--- config.mk ---
export PLATFORM = sky130hd
export DESIGN_NAME = setpoint_ramp
export DESIGN_NICKNAME = d
export VERILOG_FILES = /design/src/rtl/servo_pkg.sv /design/src/rtl/tick_gen.sv /design/src/rtl/setpoint_ramp.sv
export SDC_FILE = /design/constraint.sdc
export NUM_CORES = 1
export LEC_CHECK = 0
export CAP_MARGIN = 40
export CORE_MARGIN = 5
export CORE_UTILIZATION = 64
export DETAILED_ROUTE_END_ITERATION = 8
export DONT_BUFFER_PORTS = 1
export PLACE_DENSITY = 0.9
export SLEW_MARGIN = 40
export SYNTH_ARGS = -nofsm -noshare
export SYNTH_HDL_FRONTEND = slang
export SYNTH_SLANG_ARGS = --single-unit
--- constraint.sdc ---
create_clock -name clk -period 4.1 [get_ports clk]
set_clock_uncertainty 0.05 [all_clocks]
set_input_delay 1.23 -clock clk [delete_from_list [all_inputs] [get_ports clk]]
set_output_delay 1.23 -clock clk [all_outputs]
set_load 0.02 [all_outputs]
--- src/rtl/servo_pkg.sv ---
// servo_pkg: definitions shared by the servo setpoint ramp and the PID/PWM top.
// Holds the ramp FSM state encoding, the default rk clamp window and a
// saturation helper used when the optional clamp is built in.
package servo_pkg;

  // Ramp FSM states; the encoding is fixed so other blocks can decode it.
  typedef enum logic [1:0] {
    ST_IDLE      = 2'd0,
    ST_RAMP_UP   = 2'd1,
    ST_RAMP_DOWN = 2'd2
  } ramp_state_e;

  // Default setpoint window shared with the PID top.
  localparam int RK_MIN_DEF = -100;
  localparam int RK_MAX_DEF = 100;

  // Saturate a signed value into [lo, hi].
  function automatic int sat_int(input int v, input int lo, input int hi);
    if (v < lo) return lo;
    if (v > hi) return hi;
    return v;
  endfunction

endpackage

--- src/rtl/tick_gen.sv ---
// tick_gen: free-running prescaler. Counts 0..TICK_DIV-1 and raises tick
// for the single cycle in which the count sits at TICK_DIV-1.
module tick_gen #(
  parameter int TICK_DIV = 50000
) (
  input  logic clk,
  input  logic rst,
  output logic tick
);

  localparam int CW = $clog2(TICK_DIV);

  logic [CW-1:0] count_q;
  logic [CW-1:0] count_d;

  assign tick = (count_q == CW'(TICK_DIV - 1));

  // Next count: wrap to zero after the terminal value.
  always_comb begin
    count_d = tick ? '0 : count_q + 1'b1;
  end

  // Count register, cleared asynchronously.
  // NOTE: state registers use non-blocking (<=) so every flop samples the
  // pre-edge values; blocking here would make results depend on block order.
  always_ff @(posedge clk or posedge rst) begin
    if (rst) count_q <= '0;
    else     count_q <= count_d;
  end

endmodule

--- src/rtl/setpoint_ramp.sv ---
// setpoint_ramp: slew-rate limiter for the servo position setpoint.
// A load strobe latches a signed target; rk then moves toward it by STEP
// counts on every prescaler tick and stops exactly on the target.
// Optional build macro: SETPOINT_RAMP_LIMIT_EN saturates the target into
// [RK_MIN, RK_MAX] before latching; without it the full signed range is used.
module setpoint_ramp
  import servo_pkg::*;
#(
  parameter int Width    = 8,
  parameter int TICK_DIV = 50000,
  parameter int STEP     = 1,
  parameter int RK_MIN   = RK_MIN_DEF,
  parameter int RK_MAX   = RK_MAX_DEF
) (
  input  logic                    clk,
  input  logic                    rst,
  input  logic signed [Width-1:0] target,
  input  logic                    load,
  output logic signed [Width-1:0] rk,
  output logic                    busy,
  output logic                    done
);

  // Reject configurations the stepper cannot honour.
  if (TICK_DIV < 2) begin : g_bad_tick_div
    $error("setpoint_ramp: TICK_DIV must be >= 2");
  end
  if (STEP < 1 || STEP >= (1 << (Width - 1))) begin : g_bad_step
    $error("setpoint_ramp: STEP out of range");
  end
  if (RK_MIN > RK_MAX) begin : g_bad_window
    $error("setpoint_ramp: RK_MIN must not exceed RK_MAX");
  end

  localparam logic [Width:0]        STEP_W  = (Width + 1)'(STEP);
  localparam logic signed [Width-1:0] STEP_RK = Width'(STEP);

  logic                    tick;
  logic signed [Width-1:0] tgt_in;
  logic signed [Width-1:0] tgt_q, tgt_d;
  logic signed [Width-1:0] rk_q, rk_d;
  ramp_state_e             state_q, state_d;
  logic                    busy_q;
  logic                    done_q, done_d;
  logic signed [Width:0]   diff;
  logic [Width:0]          mag;

  tick_gen #(
    .TICK_DIV(TICK_DIV)
  ) u_tick_gen (
    .clk (clk),
    .rst (rst),
    .tick(tick)
  );

`ifdef SETPOINT_RAMP_LIMIT_EN
  // Saturate the request into the allowed window before it is latched.
  always_comb begin
    tgt_in = Width'(sat_int(int'(target), RK_MIN, RK_MAX));
  end
`else
  // Request is latched unmodified; the full signed range is legal.
  always_comb begin
    tgt_in = target;
  end
`endif

  // Target latch: load is honoured in every state.
  always_comb begin
    tgt_d = load ? tgt_in : tgt_q;
  end

  // Stepper: one extra bit keeps tgt-rk exact even for a full-range swing,
  // and a remaining distance of STEP or less lands exactly on the target.
  // Direction follows the sign of the distance, so a re-target between
  // ticks never steps the wrong way while the FSM is catching up.
  always_comb begin
    diff = (Width + 1)'(tgt_q) - (Width + 1)'(rk_q);
    mag  = diff[Width] ? (Width + 1)'(-diff) : (Width + 1)'(diff);
    rk_d = rk_q;
    if (tick && (state_q != ST_IDLE)) begin
      if (diff > 0) begin
        rk_d = (mag <= STEP_W) ? tgt_q : rk_q + STEP_RK;
      end else if (diff < 0) begin
        rk_d = (mag <= STEP_W) ? tgt_q : rk_q - STEP_RK;
      end
    end
  end

  // FSM next state and done pulse, evaluated from the latched target vs rk.
  // NOTE: every signal written here gets a default first; a path that leaves
  // one unassigned would infer a latch.
  always_comb begin
    state_d = state_q;
    done_d  = 1'b0;
    unique case (state_q)
      ST_IDLE: begin
        if (load) begin
          // Direction is decided next cycle from the new target; a target
          // already equal to rk completes at once without going busy.
          done_d = (tgt_in == rk_q);
        end else if (tgt_q > rk_q) begin
          state_d = ST_RAMP_UP;
        end else if (tgt_q < rk_q) begin
          state_d = ST_RAMP_DOWN;
        end
      end
      ST_RAMP_UP, ST_RAMP_DOWN: begin
        if (tgt_q == rk_q) begin
          state_d = ST_IDLE;
          done_d  = 1'b1;
        end else if (tgt_q > rk_q) begin
          state_d = ST_RAMP_UP;
        end else begin
          state_d = ST_RAMP_DOWN;
        end
      end
      default: state_d = ST_IDLE;
    endcase
  end

  // State, target, setpoint and status registers.
  always_ff @(posedge clk or posedge rst) begin
    if (rst) begin
      state_q <= ST_IDLE;
      tgt_q   <= '0;
      rk_q    <= '0;
      busy_q  <= 1'b0;
      done_q  <= 1'b0;
    end else begin
      state_q <= state_d;
      tgt_q   <= tgt_d;
      rk_q    <= rk_d;
      busy_q  <= (state_d != ST_IDLE);
      done_q  <= done_d;
    end
  end

  assign rk   = rk_q;
  assign busy = busy_q;
  assign done = done_q;

endmodule
## Word-level counts from Yosys, hierarchy flattened

Index checks and enable logic that the tools add are counted.

- Bits in registers: 36
- Input bits: 11
- Output and inout bits: 10

- Add/sub/neg operators: 5
- Magnitude comparators: 5
- Equal/unequal tests: 5
- Muxes and demuxes: 15
- Reductions and logical operators: 7

Operator list:

| operator | count |
|---|---|
| two-way mux 8 bit | 4 |
| adder 16 x 1 -> 16 bit (second input constant) | 1 |
| == test 16 bit (second input constant) | 1 |
| == test 8 bit | 2 |
| two-way mux 16 bit | 1 |
| two-way mux 2 bit | 5 |
| greater-than comparator 9 x 1 -> 1 bit (second input constant) | 1 |
| less-or-equal comparator 9 x 1 -> 1 bit (second input constant) | 1 |
| less-than comparator 9 x 1 -> 1 bit (second input constant) | 1 |
| two-way mux 9 bit | 1 |
| negator 9 bit | 1 |
| subtractor 8 x 8 -> 9 bit | 1 |
| adder 8 x 2 -> 8 bit (second input constant) | 1 |
| greater-than comparator 8 bit | 1 |
| less-than comparator 8 bit | 1 |
| subtractor 8 x 2 -> 8 bit (second input constant) | 1 |
| nonzero test 2 bit | 3 |
| one-hot mux 2 bit (2 select lines) | 1 |
| == test 2 x 1 -> 1 bit (second input constant) | 1 |
| == test 2 bit (second input constant) | 1 |
| logical NOT 2 bit | 1 |
| two-way mux 1 bit | 2 |
| one-hot mux 1 bit (2 select lines) | 1 |
| AND reduction 2 bit | 1 |
| 2 further kinds | 2 |

## Depth between registers and ports, before layout

- Depth in word-level cells: 7
- Mapped depth: 14
- Depth with buffers taken out: 14

## Hierarchy

Synthesis repeated with hierarchy kept, for this count alone.

- Cell total of the unflattened synthesis: 326
- Area total of the unflattened synthesis: 2937.8 µm²

By module, submodules not included:

| module | instances | cells each | area each (µm²) | seq. area each (µm²) |
|---|---|---|---|---|
| setpoint_ramp | 1 | 258 | 2180.8 | 500.5 |
| tick_gen | 1 | 68 | 757.0 | 400.4 |

## Worst setup path before layout

OpenSTA, ideal clock, no wires.

- Path kind: flip-flop to flip-flop
- From: register rk_q[1] (netlist: rk[1])
- To: register rk_q[7] (netlist: rk[7])
- Library setup time: 0.131 ns
- Arrival time: 3.427 ns
- Required time: 3.919 ns
- Slack: 0.492 ns
- Cell stages (with the launch flop): 12
- Buffers on the path: 0
- Period minus slack after synthesis: 3.608 ns
- Cell sequence: dfrtp_1 -> inv_1 -> ha_1 -> nor2b_4 -> o2111a_1 -> or4_4 -> and2_4 -> xnor2_1 -> or4_4 -> a211oi_4 -> nor2_1 -> or3_1

- Longest elaborated chain between the ends: 7

RTL lines:

| element | RTL line | source |
|---|---|---|
| start, declared | setpoint_ramp.sv:41 | `logic signed [Width-1:0] rk_q, rk_d;` |
| start signal, assigned | setpoint_ramp.sv:133 | `rk_q <= rk_d;` |
| subtractor 8 x 8 -> 9 bit | setpoint_ramp.sv:78 | `diff = (Width + 1)'(tgt_q) - (Width + 1)'(rk_q);` |
| negator 9 bit | setpoint_ramp.sv:79 | `mag = diff[Width] ? (Width + 1)'(-diff) : (Width + 1)'(diff);` |
| two-way mux 9 bit | setpoint_ramp.sv:79 |  |
| less-or-equal comparator 9 x 1 -> 1 bit | setpoint_ramp.sv:83, setpoint_ramp.sv:85 |  |
| two-way mux 8 bit | setpoint_ramp.sv:85 | `rk_d = (mag <= STEP_W) ? tgt_q : rk_q - STEP_RK;` |
| two-way mux 8 bit | setpoint_ramp.sv:84 | `end else if (diff < 0) begin` |
| two-way mux 8 bit | setpoint_ramp.sv:82 | `if (diff > 0) begin` |

Several ways; a longest one is shown, not always the timed one. The select of a mux whose other input is x is not followed.
A chain may end at the register's enable or synchronous reset.

## Worst setup path after layout

- From: register rk_q[2] (netlist: rk[2])
- To: register rk_q[6] (netlist: rk[6])

The elaborated chain is that of the path after synthesis.

==> flow_summary.toml <==
[outcome]
outcome = "finished clean"

[floorplanning]
design.die.area_mm2 = 0.005492
design.core.area_mm2 = 0.004000
die-height_um = 74.11
floorplan.io_pins = 21
row_count = 23
initial_utilization = 0.6575
floorplan.die.width_um = 74.11

[sta]
grt_setup_unrepaired = "no"
totalNegativeSetupSlack_ns = 0
slew_viol_final = 0
fmax_mhz = 266.6
finalSetupViolations = 0
holdWs_ns = 0.4250
hold_violations = 0
max_slew.worst_pin.slew_ns = 0.5477
max_slew_margin = 0.6291
period_utilization = 0.9148
post-route-min-period_ns = 3.751

[placed_design]
port_buffers = 0
post-dp-hpwl_mm = 4.796
gpl.final_weighted_congestion = 0.9970
detailed_place.area_mm2 = 0.002725
placed_cells = 332

[setup_path]
cp_data_arrival_time_ns = 3.85
worst_r2r_path_depth = 11
setup.reg_to_reg.worst_slack_ns = 0.35
crit_path_max_fanout = 7
worst_setup_path_start_kind = "register"
end_kind = "register"
cp_data_required_time_ns = 4.20
critical_path_class = "register to register"

[yosys]
syn-cell-area_mm2 = 0.002630
library_cell_occupying_the_most_area_in_the_post_synthesis_netlist = "dfrtp_1"
synth-seq-area-share = 0.3425
syn_nets = 305
synth_edf_count = 0
portion_of_synthesized_cell_area_occupied_by_the_leading_cell_type = 0.3425
syn-mean-instance-area_um2 = 9.427
number_of_instances_in_the_synthesized_netlist = 279
ys_async_sr_fraction = 1.000
netlist-cell-type-count = 63
postSynthRegisterBits = 36
yosys_warnings = 0
dominant_synthesized_flop_cell = "dfrtp_1"
synth_area_leaders = "dfrtp_1 (34%), ha_1 (6.7%), xnor2_1 (5.0%), xor2_1 (4.0%), nand3_1 (3.4%)"

[clocking]
clkSlewWorstSetupHoldPaths_ns = 0.08
cts_tree = "yes"
post-cts-setup-buffers = 0
max-clock-path-buffers = 2
worst_skew_pair.late_latency_ns = 0.30
clockRootBuffer = "clkbuf_8"
tritoncts_num_sinks = 36
post_cts.resized_instances = 0
h_tree_levels = 2
tritoncts.num_buffers = 5
count_of_hold_fix_buffers_inserted_at_cts = 0

[final_layout]
finalNetCount = 315
mostFrequentLayoutCell = "dfrtp_1"
final_layout_size_suffix_gt1_frac = 0.1730
insertedDiodeCount = 0
layout_common_cells = "dfrtp_1 (36), nor2_1 (20), nand3_1 (18), nand2_1 (16)"
stdcell_area_mm2 = 0.002821
area_growth_syn_to_layout_pct = 7.279
fin_cells = 339
register_area_um2 = 900.9
multiInputGateArea_mm2 = 0.001657
layout.filler_cells = 276

[routing]
drt-pass1-iter-count = 4
viasPerCell = 6.602
drc_errors = 0
drt_first_iter_violations = 213
vias = 2238
ant_nets = 0
detail_route.wl_per_cell_um = 18.47
postRouteWirelength_mm = 6.261

[global_route]
gr-usage-all-layers = 0.2485
first_global_vias = 2204
pin_count_of_the_biggest_net_entering_global_routing = 27
grt.overflow.total = 0
wire_length_of_the_first_global_routing_pass_mm = 10.30
antenna_found_initial = 0

[min_path]
worst_hold_path.num_cells = 1
min-delay-path-class = "register to register"

[flow_run]
drv.max_cap_violation_count = 0

[power]
peak_ir_drop_on_the_vdd_network_v = 0.0002431
power_density_mw_per_mm2 = 328.0
static-leakage-power_nw = 1.175
cell families after synthesis:
family | count (synthesis) | synth area share
flip-flops | 36 | 0.3425
multiplexers | 11 | 0.04567
AND/OR/NAND/NOR | 116 | 0.2507
XOR/XNOR | 28 | 0.09895
adder cells (fa/ha/maj) | 15 | 0.07422
AO/OA/AOI/OAI | 54 | 0.1603
buffers and inverters | 19 | 0.02759
power by group:
part | internal, mW | total, mW | switching (mW)
logic | 0.109 | 0.254 | 0.144
registers | 0.377 | 0.400 | 0.0224
clock network | 0.150 | 0.272 | 0.123
total | 0.636 | 0.925 | 0.289
sequential cells by signal, summed over array words and instances (netlist names):
| register | flops |
|---|---|
| u_tick_gen.count_q | 16 |
| rk | 8 |
| tgt_q | 8 |
| state_q | 2 |
| busy | 1 |
| done | 1 |
stage by stage:
stage / util / power, mW / setup slack [ns]
floorplan: - / 0.6040 / 0.4918
global placement: 0.6813 / 0.6448 / 0.5251
detailed placement: 0.6813 / 0.6544 / 0.4511
CTS: 0.7053 / 0.9242 / 0.4008
global route: 0.7053 / 0.9740 / 0.1789
finish: 0.7053 / 0.9254 / 0.3491
synth_stat cells, types with 3 or more instances:
cell	instances
dfrtp_1	36
nor2_1	20
nand3_1	18
inv_1	16
nand2_1	16
xnor2_1	15
ha_1	14
o21ai_0	12
xor2_1	12
nor3_1	11
a21oi_1	9
mux2_2	8
nand4_1	7
and3_1	6
and2_1	5
o211ai_1	5
nor2b_1	4
mux2i_1	3
nand2b_1	3
o21a_1	3
final cells by class:
type                       count  area share
sequential                    36      0.3193
multi-input combinational    224      0.5871
inverter                      16     0.02129
timing repair buffer           6     0.01596
tap                           50     0.02217
clock buffer                   7     0.03415
routing by layer:
layer / vias to the layer above / share of wire / global-route usage
met2: 106 / 0.47 / 0.3976
met5: - / 0 / 0
met4: 0 / 0.026 / 0.08652
li1: 1032 / - / -
met3: 23 / 0.096 / 0.08243
met1: 1077 / 0.40 / 0.3162
path summary, 6_finish.rpt:
check	from	end
setup / recovery	rk[2]$_DFFE_PP0P_	rk[6]$_DFFE_PP0P_
setup reg to reg	rk[2]$_DFFE_PP0P_	rk[6]$_DFFE_PP0P_
min in group asynchronous	rst	rk[4]$_DFFE_PP0P_
hold reg to reg	u_tick_gen.count_q[0]$_DFF_PP0_	u_tick_gen.count_q[0]$_DFF_PP0_
max in group asynchronous	rst	tgt_q[7]$_DFFE_PP0P_
hold / removal	u_tick_gen.count_q[0]$_DFF_PP0_	u_tick_gen.count_q[0]$_DFF_PP0_
critical path, cell delays in order, from the launching register on:
cell and delay (ns):
dfrtp_1 0.56, inv_1 0.18, ha_1 0.41, a211oi_2 0.38, nor2_2 0.13, o311ai_1 0.53
a21oi_1 0.17, a31oi_2 0.30, mux2_2 0.39, and2_1 0.15, o21ai_0 0.21, o211ai_1 0.13
Power figures use the tool's default switching activity.
